`src/rtl/game_pkg.sv`:
```
// rtl/game_pkg.sv - shared types and helpers for the pattern sequencer
// Purpose: FSM state encoding, pattern geometry and the symbol-to-LED decode.
// Ports:   none (package).
package game_pkg;

   typedef enum logic [2:0] {
      ST_IDLE     = 3'd0,
      ST_SHOW_ON  = 3'd1,
      ST_SHOW_OFF = 3'd2,
      ST_WAIT_IN  = 3'd3,
      ST_WIN      = 3'd4,
      ST_LOSE     = 3'd5
   } state_t;

   localparam int NUM_SYMBOLS = 4;
   localparam int SYM_W       = 2;
   localparam int PAT_W       = NUM_SYMBOLS * SYM_W;

   // Symbol s lights LED s.
   function automatic logic [3:0] sym_onehot(input logic [SYM_W-1:0] sym);
      return 4'b0001 << sym;
   endfunction

   // Symbol i from the packed pattern register.
   function automatic logic [SYM_W-1:0] sym_at(input logic [PAT_W-1:0] pat,
                                               input logic [1:0]       i);
      return pat[{i, 1'b0} +: SYM_W];
   endfunction

endpackage

```
`src/rtl/pattern_sequencer_phase_timer.sv`:
```
// rtl/pattern_sequencer_phase_timer.sv - loadable saturating phase counter
// Purpose: up-counter shared by the ON, OFF and input-timeout phases; tc is
//          high while the count equals the runtime limit.
// Ports:   clk, reset (async, active-high); clear, load/load_val, enable
//          control the count; limit is the terminal value; tc is the compare.
module phase_timer #(
   parameter int W = 28
) (
   input  logic         clk,
   input  logic         reset,
   input  logic         clear,
   input  logic         load,
   input  logic [W-1:0] load_val,
   input  logic         enable,
   input  logic [W-1:0] limit,
   output logic         tc
);

   logic [W-1:0] count;

   // Counting stops at the limit, so the counter can never wrap.
   always_ff @(posedge clk or posedge reset) begin
      if (reset)
         count <= '0;
      else if (clear)
         count <= '0;
      else if (load)
         count <= load_val;
      else if (enable && !tc)
         count <= count + W'(1);
   end

   assign tc = (count == limit);

endmodule

```
`src/rtl/pattern_sequencer.sv`:
```
// rtl/pattern_sequencer.sv - memory-game pattern playback and input checker
// Purpose: snapshots a random word on start, plays four symbols on the LEDs,
//          then checks the player's presses and reports win or lose.
// Ports:   clk, reset (async, active-high); start pulse; random_num word;
//          btn press pulses; led display; busy / expect_input phase flags;
//          step_idx current symbol; win / lose held results.
module pattern_sequencer
   import game_pkg::*;
#(
   parameter int ON_CYCLES      = 25_000_000,
   parameter int OFF_CYCLES     = 12_500_000,
   parameter int TIMEOUT_CYCLES = 250_000_000,
   parameter int TIMER_W        = 28
) (
   input  logic        clk,
   input  logic        reset,
   input  logic        start,
   input  logic [31:0] random_num,
   input  logic [3:0]  btn,
   output logic [3:0]  led,
   output logic        busy,
   output logic        expect_input,
   output logic [1:0]  step_idx,
   output logic        win,
   output logic        lose
);

   state_t             state;
   logic [PAT_W-1:0]   pattern;
   logic [PAT_W-1:0]   capture;
   logic [1:0]         idx;
   logic [3:0]         cur_onehot;
   logic               timer_clear;
   logic               timer_en;
   logic [TIMER_W-1:0] timer_limit;
   logic               timer_tc;
   logic               unused_random;

   // Low two bits of each byte form the symbols; the rest of the word is unused.
   assign capture = {random_num[25:24], random_num[17:16],
                     random_num[9:8],   random_num[1:0]};
   assign unused_random = ^{random_num[31:26], random_num[23:18],
                            random_num[15:10], random_num[7:2]};

   assign cur_onehot = sym_onehot(sym_at(pattern, idx));
   assign step_idx   = idx;

   always_comb begin
      timer_clear = 1'b0;
      timer_en    = 1'b0;
      timer_limit = '0;
      case (state)
         ST_SHOW_ON: begin
            timer_limit = TIMER_W'(ON_CYCLES - 1);
            timer_clear = timer_tc;
            timer_en    = !timer_tc;
         end
         ST_SHOW_OFF: begin
            timer_limit = TIMER_W'(OFF_CYCLES - 1);
            timer_clear = timer_tc;
            timer_en    = !timer_tc;
         end
         ST_WAIT_IN: begin
            // Any press restarts the inter-press timeout.
            timer_limit = TIMER_W'(TIMEOUT_CYCLES - 1);
            timer_clear = (btn != 4'b0000);
            timer_en    = (btn == 4'b0000);
         end
         default: timer_clear = start;
      endcase
   end

   phase_timer #(.W(TIMER_W)) u_timer (
      .clk      (clk),
      .reset    (reset),
      .clear    (timer_clear),
      .load     (1'b0),
      .load_val ('0),
      .enable   (timer_en),
      .limit    (timer_limit),
      .tc       (timer_tc)
   );

   always_ff @(posedge clk or posedge reset) begin
      if (reset) begin
         state        <= ST_IDLE;
         pattern      <= '0;
         idx          <= 2'd0;
         led          <= 4'b0000;
         busy         <= 1'b0;
         expect_input <= 1'b0;
         win          <= 1'b0;
         lose         <= 1'b0;
      end else begin
         case (state)
            ST_SHOW_ON: begin
               if (timer_tc) begin
                  led   <= 4'b0000;
                  state <= ST_SHOW_OFF;
               end
            end
            ST_SHOW_OFF: begin
               if (timer_tc) begin
                  if (idx == 2'd3) begin
                     idx          <= 2'd0;
                     expect_input <= 1'b1;
                     state        <= ST_WAIT_IN;
                  end else begin
                     idx   <= idx + 2'd1;
                     led   <= sym_onehot(sym_at(pattern, idx + 2'd1));
                     state <= ST_SHOW_ON;
                  end
               end
            end
            ST_WAIT_IN: begin
               // A press takes priority over a timeout on the same cycle.
               if (btn != 4'b0000) begin
                  if (btn == cur_onehot) begin
                     if (idx == 2'd3) begin
                        win          <= 1'b1;
                        busy         <= 1'b0;
                        expect_input <= 1'b0;
                        state        <= ST_WIN;
                     end else begin
                        idx <= idx + 2'd1;
                     end
                  end else begin
                     lose         <= 1'b1;
                     busy         <= 1'b0;
                     expect_input <= 1'b0;
                     state        <= ST_LOSE;
                  end
               end else if (timer_tc) begin
                  lose         <= 1'b1;
                  busy         <= 1'b0;
                  expect_input <= 1'b0;
                  state        <= ST_LOSE;
               end
            end
            default: begin
               // IDLE, WIN and LOSE all accept a new round.
               if (start) begin
                  pattern <= capture;
                  idx     <= 2'd0;
                  win     <= 1'b0;
                  lose    <= 1'b0;
                  busy    <= 1'b1;
                  led     <= sym_onehot(capture[SYM_W-1:0]);
                  state   <= ST_SHOW_ON;
               end
            end
         endcase
      end
   end

endmodule

```
`config.mk`:
```
export PLATFORM = sky130hd
export DESIGN_NAME = pattern_sequencer
export DESIGN_NICKNAME = d
export VERILOG_FILES = /design/src/rtl/game_pkg.sv /design/src/rtl/pattern_sequencer_phase_timer.sv /design/src/rtl/pattern_sequencer.sv
export SDC_FILE = /design/constraint.sdc
export NUM_CORES = 1
export LEC_CHECK = 0
export ABC_AREA = 1
export CORE_MARGIN = 1
export CORE_UTILIZATION = 60
export DETAILED_ROUTE_END_ITERATION = 12
export PLACE_DENSITY_LB_ADDON = 0.25
export SLEW_MARGIN = 5
export SYNTH_ARGS = -nofsm -noshare
export SYNTH_HDL_FRONTEND = slang
export SYNTH_SLANG_ARGS = --single-unit
```
`constraint.sdc`:
```
create_clock -name clk -period 3.3 [get_ports clk]
set_input_delay 0.66 -clock clk [delete_from_list [all_inputs] [get_ports clk]]
set_output_delay 0.66 -clock clk [all_outputs]
set_load 0.05 [all_outputs]
```
After elaboration in Yosys (flattened, before gate mapping)
Index checks and enable logic that the tools add are counted.
{"block": "op_classes", "addsub": 2, "eq_ne": 17, "shifts": 5, "mux": 43, "bitwise": 4, "reduce_logical": 20}
{"operator": "28-bit one-hot mux with 3 select lines", "count": 1}
{"operator": "28-bit 2-to-1 mux", "count": 2}
{"operator": "28-bit by 1-bit adder with 28-bit output (second input constant)", "count": 1}
{"operator": "28-bit == test", "count": 1}
{"operator": "3-bit 2-to-1 mux", "count": 7}
{"operator": "5-bit AND reduction", "count": 4}
{"operator": "4-bit 2-to-1 mux", "count": 4}
{"operator": "8-bit by 4-bit indexed part select with 2-bit output", "count": 2}
{"operator": "2-bit 2-to-1 mux", "count": 7}
{"operator": "1-bit 2-to-1 mux", "count": 13}
{"operator": "2-bit inequality test (second input constant)", "count": 6}
{"operator": "1-bit one-hot mux with 2 select lines", "count": 6}
{"operator": "4-bit one-hot mux with 3 select lines", "count": 1}
{"operator": "1-bit by 2-bit << shifter with 4-bit output (first input constant)", "count": 3}
{"operator": "3-bit one-hot mux with 3 select lines", "count": 1}
{"operator": "4-bit AND reduction", "count": 2}
{"operator": "4-bit nonzero test", "count": 2}
{"operator": "3-bit by 2-bit == test with 1-bit output (second input constant)", "count": 2}
{"operator": "2-bit one-hot mux with 3 select lines", "count": 1}
{"operator": "6-bit AND reduction", "count": 1}
{"operator": "2-bit nonzero test", "count": 3}
{"operator": "3-bit nonzero test", "count": 2}
{"operator": "4-bit == test", "count": 1}
{"operator": "4-bit zero test", "count": 1}
{"operator": "13 further kinds", "count": 17}
{"block": "word_totals", "reg_bits": 49, "input_bits": 39, "out_inout_bits": 10, "wordCells": 100}

Depth between registers and ports, before layout
{"block": "logic_depth", "ltp_word": 8, "depth_mapped": 15, "mapped_depth_nobuf": 15}

Cells and area by module
Synthesis repeated with hierarchy kept, for this count alone.
{"block": "hier_totals", "hier_cells": 700, "area_unflattened_um2": 4217.8}
{"mod": "phase_timer", "instances": 1, "cells_each": 506, "area_each_um2": 2861.5, "seq_area_each_um2": 700.7}
{"mod": "pattern_sequencer", "instances": 1, "cells_each": 194, "area_each_um2": 1356.3, "seq_area_each_um2": 525.5}

Least setup slack after synthesis
OpenSTA, ideal clock, no wires.
{"block": "synth_path", "kind": "flip-flop to flip-flop", "startpoint": "reg idx[0] (netlist: step_idx[0])", "endpoint": "reg expect_input", "setup_ns": 0.118, "arrival_time_ns": 2.047, "required_time_ns": 3.182, "setup_slack_ns": 1.135, "stages_incl_launch_ff": 13, "path_buffers": 1, "synth_period_minus_slack_ns": 2.165, "path_cell_list": "dfrtp_1 > buf_2 > clkinv_1 > nand2_1 > nand3_1 > nand3_1 > nand2_1 > a21oi_1 > nand4_1 > nand2_1 > nor2_1 > nand3_1 > nand2_1"}
{"block": "synth_via", "elab_chain_len": 6, "word_cells_on_any_way": 10, "cone_classes": "eq/ne (4); shift (2); mux (3); reduce/logical (1)"}
{"item": "start: declaration", "line_no": "pattern_sequencer.sv:31", "source": "logic [1:0] idx;"}
{"item": "start signal: assignment", "line_no": "pattern_sequencer.sv:109", "source": "idx <= idx + 2'd1;"}
{"item": "start signal: assignment", "line_no": "pattern_sequencer.sv:125", "source": "idx <= idx + 2'd1;"}
{"item": "8-bit by 4-bit indexed part select with 2-bit output", "line_no": "game_pkg.sv:27", "source": "return pat[{i, 1'b0} +: SYM_W];"}
{"item": "1-bit by 2-bit << shifter with 4-bit output", "line_no": "game_pkg.sv:21", "source": "return 4'b0001 << sym;"}
{"item": "4-bit == test", "line_no": "pattern_sequencer.sv:118", "source": "if (btn == cur_onehot) begin"}
{"item": "1-bit 2-to-1 mux", "line_no": "pattern_sequencer.sv:118"}
{"item": "1-bit 2-to-1 mux", "line_no": "pattern_sequencer.sv:117", "source": "if (btn != 4'b0000) begin"}
{"item": "1-bit one-hot mux with 2 select lines", "line_no": "pattern_sequencer.sv:95", "source": "case (state)"}
{"item": "end signal: assignment", "line_no": "pattern_sequencer.sv:91", "source": "expect_input <= 1'b0;"}
{"item": "end signal: assignment", "line_no": "pattern_sequencer.sv:106", "source": "expect_input <= 1'b1;"}
{"item": "end signal: assignment", "line_no": "pattern_sequencer.sv:122", "source": "expect_input <= 1'b0;"}
{"item": "end: declaration", "line_no": "pattern_sequencer.sv:22", "source": "output logic expect_input,"}
Several ways; a longest one is shown, not always the timed one.
A chain may end at the register's enable or synchronous reset.

Final worst setup path
{"block": "layout_path", "startpoint": "reg state[0]", "endpoint": "reg u_timer.count[21]"}
{"block": "layout_via", "elab_chain_len": 7, "word_cells_on_any_way": 12, "cone_classes": "eq/ne (4); mux (4); reduce/logical (4)"}
{"item": "start: declaration", "line_no": "pattern_sequencer.sv:28", "source": "state_t state;"}
{"item": "start signal: assignment", "line_no": "pattern_sequencer.sv:86", "source": "state <= ST_IDLE;"}
{"item": "start signal: assignment", "line_no": "pattern_sequencer.sv:99", "source": "state <= ST_SHOW_OFF;"}
{"item": "start signal: assignment", "line_no": "pattern_sequencer.sv:107", "source": "state <= ST_WAIT_IN;"}
{"item": "3-bit by 2-bit == test with 1-bit output or 3-bit by 1-bit == test with 1-bit output (tied branches)", "line_no": "pattern_sequencer.sv:52", "source": "case (state)"}
{"item": "28-bit one-hot mux with 3 select lines", "line_no": "pattern_sequencer.sv:52"}
{"item": "28-bit == test", "line_no": "pattern_sequencer_phase_timer.sv:33", "source": "assign tc = (count == limit);"}
{"item": "1-bit zero test", "line_no": "pattern_sequencer_phase_timer.sv:29, pattern_sequencer.sv:56, pattern_sequencer.sv:61"}
{"item": "1-bit one-hot mux with 2 select lines", "line_no": "pattern_sequencer.sv:52"}
{"item": "1-bit logical AND", "line_no": "pattern_sequencer_phase_timer.sv:29", "source": "else if (enable && !tc)"}
{"item": "2-bit nonzero test (no line)"}
{"item": "end signal: assignment", "line_no": "pattern_sequencer_phase_timer.sv:28", "source": "count <= load_val;"}
{"item": "end signal: assignment", "line_no": "pattern_sequencer_phase_timer.sv:30", "source": "count <= count + W'(1);"}
{"item": "end: declaration", "line_no": "pattern_sequencer_phase_timer.sv:19", "source": "logic [W-1:0] count;"}
Several ways; a longest one is shown, not always the timed one.

==> results.toml <==
[global_routing]
grt_pass1_wl_mm = 15.1
gr-total-overflow = 0
track_usage_pct = 30.8
grt_max_degree = 53
grt_pass1_vias = 3241
antenna_found_initial = 0

[drt]
via_per_inst = 5.74
ant_nets = 0
vias = 3450
totalWireLength_mm = 8.91
wire_per_inst_um = 14.8
dr.pass1.iters = 7
drtIter0Drc = 268
drc = 0

[critical_path]
setup.worst_path.end_class = "flop"
crit_family = "simple AND/OR/NAND/NOR gates"
cpMostUsedCell = "nand2_1"
worstPathRequired_ns = 3.50
worstSetupPathType = "reg2reg"
start_kind = "flop"
cpPeakStageDelay_ns = 0.54
path_max_fanout = 52
path_cells = "o21ai_0 -> nand3_1 -> nand2_1 -> nand2_1 -> nor2_2 -> nand3_4 -> nand2_4 -> nand3_4 -> nand3b_1 -> nand2_1"
crit_buf_inv = 0
worstPathArrival_ns = 2.89
slowest_stage = "dfrtp_1"

[timing]
finalHoldViolCount = 0
final_max_slew_viol_count = 0
layout_min_cycle_time_ns = 2.69
finalCritPeriodShare_pct = 81.6
final.setup.tns_ns = 0
worst_slew_pin_slew_ns = 1.03
slew_headroom_pct = 31.4
rsz0062_at_grt = "false"
finClkSkew_ns = 0.00931
setup_viol = 0
max_freq_mhz = 372

[power]
vdd_drop_max_v = 0.000544
p_per_area_nw_per_um2 = 751
p_leak_uw = 0.00177

[synthesis]
syn_inst = 514
synth_nets = 555
synthTopCellsByCount = "nand2_1, nor2_1, nand3_1"
synth_warnings = 0
synth_area_leader_cell = "dfrtp_1"
yosys-top-cells-area = "dfrtp_1, nand2_1, nand3_1"
synth_most_common_cell = "nand2_1"
ys_seq_elements = 49
yosys_most_used_dff = "dfrtp_1"
postSynth.asyncResetShare_pct = 100
synth_area_sq_um = 3550
avgSynthCellArea_sq_um = 6.92
synth_edf_count = 0
ys_seq_area_share_pct = 34.5
yosys.area.top_type_share_pct = 34.5
synth.distinct_cells = 32

[die]
coreArea_sq_um = 5610
rows = 27
dieArea_sq_um = 6240
initial_core_util_pct = 63.4
fp.dieH_um = 79.0
ios = 49
die_w_um = 79.0

[clock_network]
clock_path_buffers = 2
clk_pin_slew_ns = 0.09
cts_resized = 0
cts_inserted_buffers = 5
htreeDepth = 2
holdBufCountCts = 0
cts_setup_buffers = 0
root_buffer = "clkbuf_8"
cts.sinks = 49
worstSkewPairLatency_ns = 0.31
cts_tree = "done"

[final_layout]
final_util_pct = 68.5
fin_cells = 601
multi_input_area_sq_um = 2000
layout.nets = 569
nFillCells = 487
fin_area_sq_um = 3840
seq_area_sq_um = 1230
diodes = 0
layout-drive-gt1-share_pct = 5.67
area_growth_pct = 8.03

[run_status]
status = "finished, final reports clean"

[worst_hold_path]
hp-class = "reg2reg"

[placed_design]
placed_area_sq_um = 3760
placed_cells = 593
dp_hpwl_mm = 6.37
gp_congestion = 0.984
port_buffers = 24

[run]
maxCapViolCount = 0
-- layout make-up --
cell class              count  area share, %
flip-flops and latches     49           31.9
clock buffers               6           1.89
clock inverters             2          0.261
multi-input cells         397           52.1
well taps                  72           2.35
repair buffers             26           6.65
inverters                  49           4.86
-- stage by stage --
stage | power [uW] | hold slack [ns] | setup WS [ns]
after floorplan | 2260 | 0.458 | 1.13
after global placement | 2470 | 0.464 | 0.703
after detailed placement | 2530 | 0.475 | 0.638
after CTS | 2880 | 0.496 | 0.624
after global routing | 3110 | 0.525 | 0.334
final | 2880 | 0.501 | 0.608
-- worst reg2reg max path, cell delays in order (launching register included) --
cell	delay (ns)
dfrtp_1	0.54
o21ai_0	0.54
nand3_1	0.14
nand2_1	0.11
nand2_1	0.07
nor2_2	0.15
nand3_4	0.13
nand2_4	0.11
nand3_4	0.41
nand3b_1	0.29
nand2_1	0.07
-- cell families (layout without fill, tap and decap cells) --
| family | count (synthesis) | count (layout) | synth area share [%] |
|---|---|---|---|
| flops | 49 | 49 | 34.5 |
| fa+ha+maj | 2 | 2 | 0.704 |
| compound gates | 44 | 44 | 6.76 |
| simple gates | 327 | 327 | 42.9 |
| buf+inv | 68 | 83 | 9.26 |
| xor+xnor | 24 | 24 | 5.91 |
-- report_power, final --
group	leakage (uW)	total [uW]	internal, uW	switching, uW
combinational	0.00106	1670	460	1210
clock	0.0000450	356	148	209
sequential	0.000656	857	723	135
-- worst paths after layout --
kind,to,cells past startpoint,startpoint,slack [ns]
worst min register to register,expect_input,2,expect_input,0.50
max in group asynchronous,u_timer.count[10],2,reset,1.75
worst max register to register,u_timer.count[21],10,state[0],0.61
worst max-delay path,u_timer.count[21],10,state[0],0.61
min in group asynchronous,u_timer.count[25],2,reset,0.92
worst min-delay path,expect_input,2,expect_input,0.50
-- placed cells by master (no fill, tap or decap), types with 2 or more instances in the layout --
| cell | Yosys | final |
|---|---|---|
| o21ai_0 | 24 | 24 |
| ha_1 | 2 | 2 |
| xnor2_1 | 6 | 6 |
| nand3_1 | 54 | 54 |
| buf_4 | 2 | 2 |
| nand2_4 | 3 | 3 |
| inv_1 | 44 | 43 |
| clkinv_2 | 0 | 2 |
| nand4_1 | 11 | 11 |
| nor2_1 | 60 | 60 |
| inv_2 | 2 | 3 |
| o211ai_1 | 3 | 3 |
| nand3_2 | 2 | 2 |
| o21ai_1 | 5 | 5 |
| nor2_2 | 2 | 2 |
| a21oi_1 | 8 | 8 |
| nand3b_1 | 20 | 20 |
| xor2_1 | 18 | 18 |
| clkdlybuf4s50_1 | 0 | 24 |
| nand3_4 | 4 | 4 |
| clkinv_1 | 2 | 2 |
| nor3_1 | 11 | 11 |
| nand2_1 | 153 | 153 |
| clkbuf_8 | 0 | 5 |
| nor4_1 | 3 | 3 |
| nand2_2 | 4 | 4 |
| dfrtp_1 | 49 | 49 |
-- layer usage --
metal / global-route usage (%) / vias to the layer above / routed length, um
met4: 13.5 / 0 / 269
li1: - / 1694 / -
met1: 40.3 / 1588 / 3950
met2: 50.9 / 142 / 4200
met5: 0 / - / 0
met3: 4.14 / 26 / 499
-- sequential cells by signal, indices dropped and copies added, names as in the netlist --
signal and flops:
pattern 8, u_timer.count 28, lose 1, win 1
state 3, expect_input 1, step_idx 2, led 4
busy 1
(Power assumes the default switching activity.)
